File: config.mk
export PLATFORM = sky130hd
export DESIGN_NAME = wb_stage
export DESIGN_NICKNAME = d
export VERILOG_FILES = /design/src/rtl/wb_stage.sv
export SDC_FILE = /design/constraint.sdc
export NUM_CORES = 1
export LEC_CHECK = 0
export CAP_MARGIN = 20
export CORE_MARGIN = 10
export CORE_UTILIZATION = 50
export DETAILED_ROUTE_END_ITERATION = 10
export MAX_ROUTING_LAYER = met4
export PLACE_DENSITY = 0.91
export SLEW_MARGIN = 10
export SYNTH_ARGS = -nofsm -noshare
export SYNTH_HDL_FRONTEND = slang
export SYNTH_SLANG_ARGS = --single-unit
export TNS_END_PERCENT = 1
File: constraint.sdc
create_clock -name clk -period 3.4 [get_ports clk]
set_clock_uncertainty 0.1 [all_clocks]
set_input_delay 0.68 -clock clk [delete_from_list [all_inputs] [get_ports clk]]
set_output_delay 0.68 -clock clk [all_outputs]
set_load 0.05 [all_outputs]
File: src/rtl/wb_stage.sv
// Write-back stage: a single stage register feeding register-file, icc and Y writes.
// Load extraction is big-endian. Double-word writes take two cycles (high word, then low word).
module wb_stage (
  input  logic        clk,
  input  logic        reset,
  input  logic [4:0]  Wb_regD_in,
  input  logic [63:0] Wb_alures_in,
  input  logic [63:0] Wb_load_data_in,
  input  logic [1:0]  Wb_op_in,
  input  logic [2:0]  Wb_op2_in,
  input  logic [5:0]  Wb_op3_in,
  input  logic        Wb_regWrite_in,
  input  logic        Wb_regWriteDouble_in,
  input  logic [3:0]  Wb_icc_in,
  input  logic        Wb_icc_write_in,
  input  logic [31:0] Wb_Y_in,
  input  logic        Wb_Y_write_in,
  output logic        rf_we,
  output logic [4:0]  rf_waddr,
  output logic [31:0] rf_wdata,
  output logic        icc_we,
  output logic [3:0]  icc_out,
  output logic        y_we,
  output logic [31:0] y_out,
  output logic        wb_ready,
  output logic [31:0] retired_count
);

  typedef enum logic [1:0] {SINGLE, DBL_HI, DBL_LO} state_t;

  localparam logic [5:0] OP3_LD   = 6'b000000;
  localparam logic [5:0] OP3_LDUB = 6'b000001;
  localparam logic [5:0] OP3_LDUH = 6'b000010;
  localparam logic [5:0] OP3_LDD  = 6'b000011;
  localparam logic [5:0] OP3_LDSB = 6'b001001;
  localparam logic [5:0] OP3_LDSH = 6'b001010;

  state_t      state, state_n;

  logic [4:0]  s_regD;
  logic [63:0] s_alu;
  logic [63:0] s_data;
  logic [1:0]  s_op;
  logic [2:0]  s_op2;
  logic [5:0]  s_op3;
  logic        s_rw;
  logic        s_rwd;
  logic [3:0]  s_icc;
  logic        s_iccw;
  logic [31:0] s_y;
  logic        s_yw;
  logic [31:0] count_q;

  function automatic logic is_load(input logic [1:0] op, input logic [5:0] op3);
    logic r;
    r = 1'b0;
    if (op == 2'b11) begin
      case (op3)
        OP3_LD, OP3_LDUB, OP3_LDUH, OP3_LDD, OP3_LDSB, OP3_LDSH: r = 1'b1;
        default: r = 1'b0;
      endcase
    end
    return r;
  endfunction

  function automatic logic is_store(input logic [1:0] op, input logic [5:0] op3);
    return (op == 2'b11) && (op3[5:2] == 4'b0001);
  endfunction

  function automatic logic is_double(input logic [1:0] op, input logic [5:0] op3, input logic rwd);
    return ((op == 2'b11) && (op3 == OP3_LDD)) || (rwd && !is_store(op, op3));
  endfunction

  logic        s_nop, s_ld, s_ldd, s_st, misalign, wr_single, in_double, retire;
  logic [2:0]  k;
  logic [63:0] shifted;
  logic [31:0] load_val;

  always_comb begin
    s_nop     = (s_op == 2'b00) && (s_op2 == 3'b100) && (s_regD == 5'd0);
    s_ld      = is_load(s_op, s_op3);
    s_st      = is_store(s_op, s_op3);
    s_ldd     = s_ld && (s_op3 == OP3_LDD);
    k         = s_alu[2:0];
    // Shifting the selected byte lane to the top makes every width a fixed slice.
    shifted   = s_data << {k, 3'b000};
    wr_single = !s_nop && (s_ld || (s_rw && !s_st));
    in_double = is_double(Wb_op_in, Wb_op3_in, Wb_regWriteDouble_in);

    load_val = shifted[63:32];
    misalign = 1'b0;
    if (s_ld) begin
      case (s_op3)
        OP3_LDUB: load_val = {24'd0, shifted[63:56]};
        OP3_LDSB: load_val = {{24{shifted[63]}}, shifted[63:56]};
        OP3_LDUH: begin
          load_val = {16'd0, shifted[63:48]};
          misalign = k[0];
        end
        OP3_LDSH: begin
          load_val = {{16{shifted[63]}}, shifted[63:48]};
          misalign = k[0];
        end
        OP3_LD:  misalign = (k[1:0] != 2'b00);
        OP3_LDD: misalign = (k != 3'd0);
        default: load_val = shifted[63:32];
      endcase
    end
  end

  always_comb begin
    rf_we    = 1'b0;
    rf_waddr = s_regD;
    rf_wdata = s_ld ? load_val : s_alu[31:0];
    icc_we   = 1'b0;
    y_we     = 1'b0;
    wb_ready = (state != DBL_HI);
    retire   = 1'b0;
    state_n  = state;
    case (state)
      SINGLE: begin
        rf_we   = wr_single && !misalign;
        icc_we  = s_iccw && !s_nop;
        y_we    = s_yw && !s_nop;
        retire  = !s_nop;
        state_n = in_double ? DBL_HI : SINGLE;
      end
      DBL_HI: begin
        rf_waddr = {s_regD[4:1], 1'b0};
        rf_wdata = s_ldd ? s_data[63:32] : s_alu[63:32];
        rf_we    = !misalign;
        icc_we   = s_iccw;
        y_we     = s_yw;
        state_n  = DBL_LO;
      end
      DBL_LO: begin
        rf_waddr = {s_regD[4:1], 1'b1};
        rf_wdata = s_ldd ? s_data[31:0] : s_alu[31:0];
        rf_we    = !misalign;
        retire   = 1'b1;
        state_n  = in_double ? DBL_HI : SINGLE;
      end
      default: state_n = SINGLE;
    endcase
    if (rf_waddr == 5'd0) rf_we = 1'b0;
  end

  assign icc_out       = s_icc;
  assign y_out         = s_y;
  assign retired_count = count_q;

  always_ff @(posedge clk) begin
    if (reset) begin
      state   <= SINGLE;
      s_regD  <= '0;
      s_alu   <= '0;
      s_data  <= '0;
      s_op    <= '0;
      s_op2   <= 3'b100;
      s_op3   <= '0;
      s_rw    <= 1'b0;
      s_rwd   <= 1'b0;
      s_icc   <= '0;
      s_iccw  <= 1'b0;
      s_y     <= '0;
      s_yw    <= 1'b0;
      count_q <= '0;
    end else begin
      state   <= state_n;
      count_q <= count_q + {31'd0, retire};
      if (wb_ready) begin
        s_regD <= Wb_regD_in;
        s_alu  <= Wb_alures_in;
        s_data <= Wb_load_data_in;
        s_op   <= Wb_op_in;
        s_op2  <= Wb_op2_in;
        s_op3  <= Wb_op3_in;
        s_rw   <= Wb_regWrite_in;
        s_rwd  <= Wb_regWriteDouble_in;
        s_icc  <= Wb_icc_in;
        s_iccw <= Wb_icc_write_in;
        s_y    <= Wb_Y_in;
        s_yw   <= Wb_Y_write_in;
      end
    end
  end

  // Double-ness is latched into the FSM state; the flag itself is kept only for completeness.
  logic unused_rwd;
  assign unused_rwd = s_rwd;

endmodule

==> flow_metrics.py <==
metrics = {
    "timing": {
        "tightest_slew_ns": 0.9547,
        "drv_slew": 0,
        "setup_viol": 32,
        "fin_crit_sh_pct": 106.2,
        "maxSlewHeadroom_pct": 36.35,
        "fmax_mhz": 277.0,
        "fin_crit_ns": 3.610,
        "hold_viol_final": 0,
        "finalWorstSetupSlack_ns": -0.2099,
        "rsz0062_at_grt": "yes",
    },
    "worst_setup_path": {
        "cp-start-kind": "flip-flop",
        "critPathMostFrequentCell": "or3_4",
        "required_ns": 2.62,
        "path_delay_family": "simple AND/OR/NAND/NOR gates",
        "path_cells": "or3_4 -> or3_4 -> buf_12 -> buf_16 -> mux2i_1 -> o211ai_1 -> o311a_1 -> buf_6",
        "arrival_ns": 2.83,
        "r2r_start": "s_op[1]",
        "worst-path-max-fanout": 8,
        "crit_type": "reg2out",
        "slowest_delay_ns": 0.39,
        "cp-startpoint": "s_op3[4]",
        "slowest_stage": "or3_4",
        "cp_num_buf_inv": 3,
        "critPathCaptureType": "output pin",
    },
    "final_layout": {
        "n_fill_cell": 1441,
        "area_delta_synth_final_pct": 45.94,
        "nNetsFinal": 1694,
        "fin_cells": 1812,
        "drive_gt1_share_pct": 21.91,
    },
    "clock_tree": {
        "cts_buffers": 24,
        "clock-root-buffer": "clkbuf_16",
        "cts_hold_buf": 0,
        "cts_tree": "built",
        "clk_pin_slew_ns": 0.06,
        "clock-sinks": 217,
        "cts.path.max_buffers": 3,
        "clk_latency_ns": 0.53,
        "cts_max_level": 1,
    },
    "floorplan": {
        "core_area_um2": 22710,
        "io_pins": 295,
        "fp.dieW_um": 172.0,
        "initial_core_util_pct": 50.84,
        "dieArea_um2": 29570,
        "rows": 55,
        "fp.dieH_um": 172.0,
    },
    "grt": {
        "grt_pass1_wl_mm": 68.43,
        "antenna_found_initial": 7,
        "grt_pass1_vias": 11639,
        "grt_util_all_layers_pct": 30.46,
        "overflow": 0,
        "grt_max_degree": 91,
    },
    "detailed_routing": {
        "wire_per_inst_um": 25.07,
        "postRouteAntennaNets": 0,
        "post-route-drc-count": 0,
        "drt-pass1-iter-count": 5,
        "routed_wl_mm": 45.43,
        "vias": 11340,
        "drt-initial-drc-count": 1292,
        "via_per_inst": 6.258,
    },
    "synthesis": {
        "ys_types": 60,
        "synth_edf_count": 0,
        "synth_fp_nets": 1404,
        "yosysSeqAreaShare_pct": 37.62,
        "syn_inst": 1212,
        "synth_flop_cell": "dfxtp_1",
        "ys_seq_elements": 217,
        "netlist_area_um2": 11550,
        "ys.warnings.count": 0,
        "avgSynthCellArea_um2": 9.526,
        "async_flop_share_pct": 0,
    },
    "run_status": {
        "outcome": "complete, but fails checks",
        "violations": "negative setup slack",
    },
    "pwr": {
        "p_seq_share_pct": 37.7,
        "p_int_mw": 5.328,
        "powerDensity_nw_per_um2": 454.0,
        "p_switching_mw": 2.323,
        "ir_drop_mv": 0.5581,
        "p_leak_nw": 6.365,
        "clockPowerShare_pct": 37.0,
        "combPwrFrac_pct": 25.3,
        "power.share.switching_pct": 30.36,
        "power_mw": 7.650,
    },
    "placed_design": {
        "place.gp.congestion": 1.025,
        "port-buffer-count": 294,
        "dp_hpwl_mm": 30.29,
        "dp.cells": 1740,
    },
    "min_path": {
        "holdCritStartpoint": "s_op2[2]",
        "hold_path_class": "reg2reg",
    },
    "job": {
        "drv_cap": 0,
    },
}
-- registers in the layout, summed over array words and instances, names as in the netlist --
name           cells
s_yw               1
s_alu             64
icc_out            4
s_op3              6
s_op               2
y_out             32
retired_count     32
s_data            64
s_regD             5
s_iccw             1
s_rw               1
s_op2              3
state              2
-- timing repair --
item	4_1_cts	5_1_grt
buffers inserted	13	0
gates cloned	9	0
endpoints found under the setup margin	32	33
endpoints found under the hold margin	0	0
resized for setup	79	26
pin swaps	12	11
-- cells by family (layout without fill, tap and decap cells) --
| group | after synthesis | count (layout) | share of synthesized area, % |
|---|---|---|---|
| AO/OA/AOI/OAI | 202 | 203 | 11.90 |
| buffers and inverters | 122 | 429 | 4.703 |
| XOR/XNOR | 24 | 24 | 1.821 |
| other | 0 | 7 | 0 |
| adder cells (fa/ha/maj) | 7 | 7 | 0.7369 |
| multiplexers | 314 | 314 | 30.60 |
| flip-flops | 217 | 217 | 37.62 |
| AND/OR/NAND/NOR | 326 | 326 | 12.61 |
-- through the flow --
stage | area (um2) | hold WS (ns) | setup slack, ns | TNS [ns] | utilization, %
5_1_grt | 16850 | 0.3928 | -0.2459 | -5.523 | 74.20
3_3_place_gp | 15120 | 0.3496 | 0.1853 | 0 | 66.60
3_5_place_dp | 15120 | 0.3569 | 0.1336 | 0 | 66.60
6_report | 16850 | 0.3660 | -0.2099 | -4.161 | 74.20
4_1_cts | 16710 | 0.3701 | -0.1349 | -3.663 | 73.60
2_1_floorplan | 11550 | 0.3310 | -0.2298 | -0.7218 | -
-- worst paths after layout --
kind | slack [ns] | depth (start not counted) | to
max | -0.21 | 8 | rf_wdata[10]
min | 0.37 | 1 | s_op2[2]
max reg2reg | 0.17 | 9 | retired_count[28]
min reg2reg | 0.37 | 1 | s_op2[2]
-- layer usage --
layer / wire length [um] / GRT usage, %
met5: 0 / -
met1: 16500 / 33.51
met2: 21380 / 49.08
met3: 5266 / 10.62
met4: 2275 / 13.64
-- power groups by stage --
stage	clock network (mW)	registers [mW]	logic, mW
2_1_floorplan	0	2.97	0.934
3_3_place_gp	0	2.91	1.74
3_5_place_dp	0	2.92	1.77
4_1_cts	2.85	2.87	1.89
5_1_grt	2.96	2.89	2.03
6_report	2.83	2.88	1.94
-- area by class of cell --
cell class | instances | area, um2 | area share (%)
inverter | 16 | 60.06 | 0.3564
clock inverter | 11 | 136.4 | 0.8094
sequential | 217 | 4358 | 25.86
timing repair buffer | 369 | 4058 | 24.08
tap | 285 | 356.6 | 2.116
clock buffer | 33 | 725.7 | 4.307
antenna | 7 | 17.52 | 0.1040
multi-input combinational | 874 | 7138 | 42.36
-- placed cells by master, fill, tap and decap left out, drive strengths merged, types with 3 or more instances in the layout --
| cell type | instances |
|---|---|
| clkdlybuf4s50 | 257 |
| mux2i | 221 |
| nor2 | 217 |
| dfxtp | 217 |
| buf | 110 |
| mux2 | 72 |
| o21ai | 51 |
| clkbuf | 33 |
| a22oi | 33 |
| xnor2 | 22 |
| mux4 | 21 |
| nand2 | 20 |
| a21oi | 20 |
| o22ai | 20 |
| nand3 | 18 |
| inv | 16 |
| o211ai | 16 |
| nor3 | 16 |
| nand3b | 13 |
| a221oi | 9 |
| a31oi | 9 |
| a31o | 9 |
| or3 | 9 |
| nor2b | 8 |
| nor4 | 8 |
| diode | 7 |
| a22o | 7 |
| clkinv | 7 |
| a32oi | 6 |
| ha | 6 |
| and4 | 5 |
| a211o | 3 |
| nand4 | 3 |
| bufinv | 3 |
| a211oi | 3 |
-- Yosys cell counts, types with 7 or more instances --
cell / count / area share [%]
a21oi_1: 20 / 0.87
nor2b_1: 8 / 0.43
nand3b_1: 13 / 0.85
buf_1: 16 / 0.52
inv_1: 16 / 0.52
a221oi_1: 9 / 0.68
mux2i_1: 221 / 19
nand2_1: 20 / 0.65
nand3_1: 18 / 0.78
o21ai_0: 49 / 2.1
nor4_1: 8 / 0.43
mux2_4: 10 / 1.3
or3_1: 8 / 0.43
a31oi_1: 9 / 0.49
clkbuf_1: 65 / 2.1
buf_2: 11 / 0.48
nor3_1: 15 / 0.65
xnor2_1: 22 / 1.7
a31o_2: 8 / 0.61
o211ai_1: 16 / 1.0
a22oi_1: 33 / 2.1
buf_4: 9 / 0.59
mux4_2: 21 / 4.1
o22ai_1: 20 / 1.1
a22o_1: 7 / 0.53
mux2_2: 56 / 5.5
nor2_1: 217 / 7.1
dfxtp_1: 217 / 38
(Power assumes the default switching activity.)
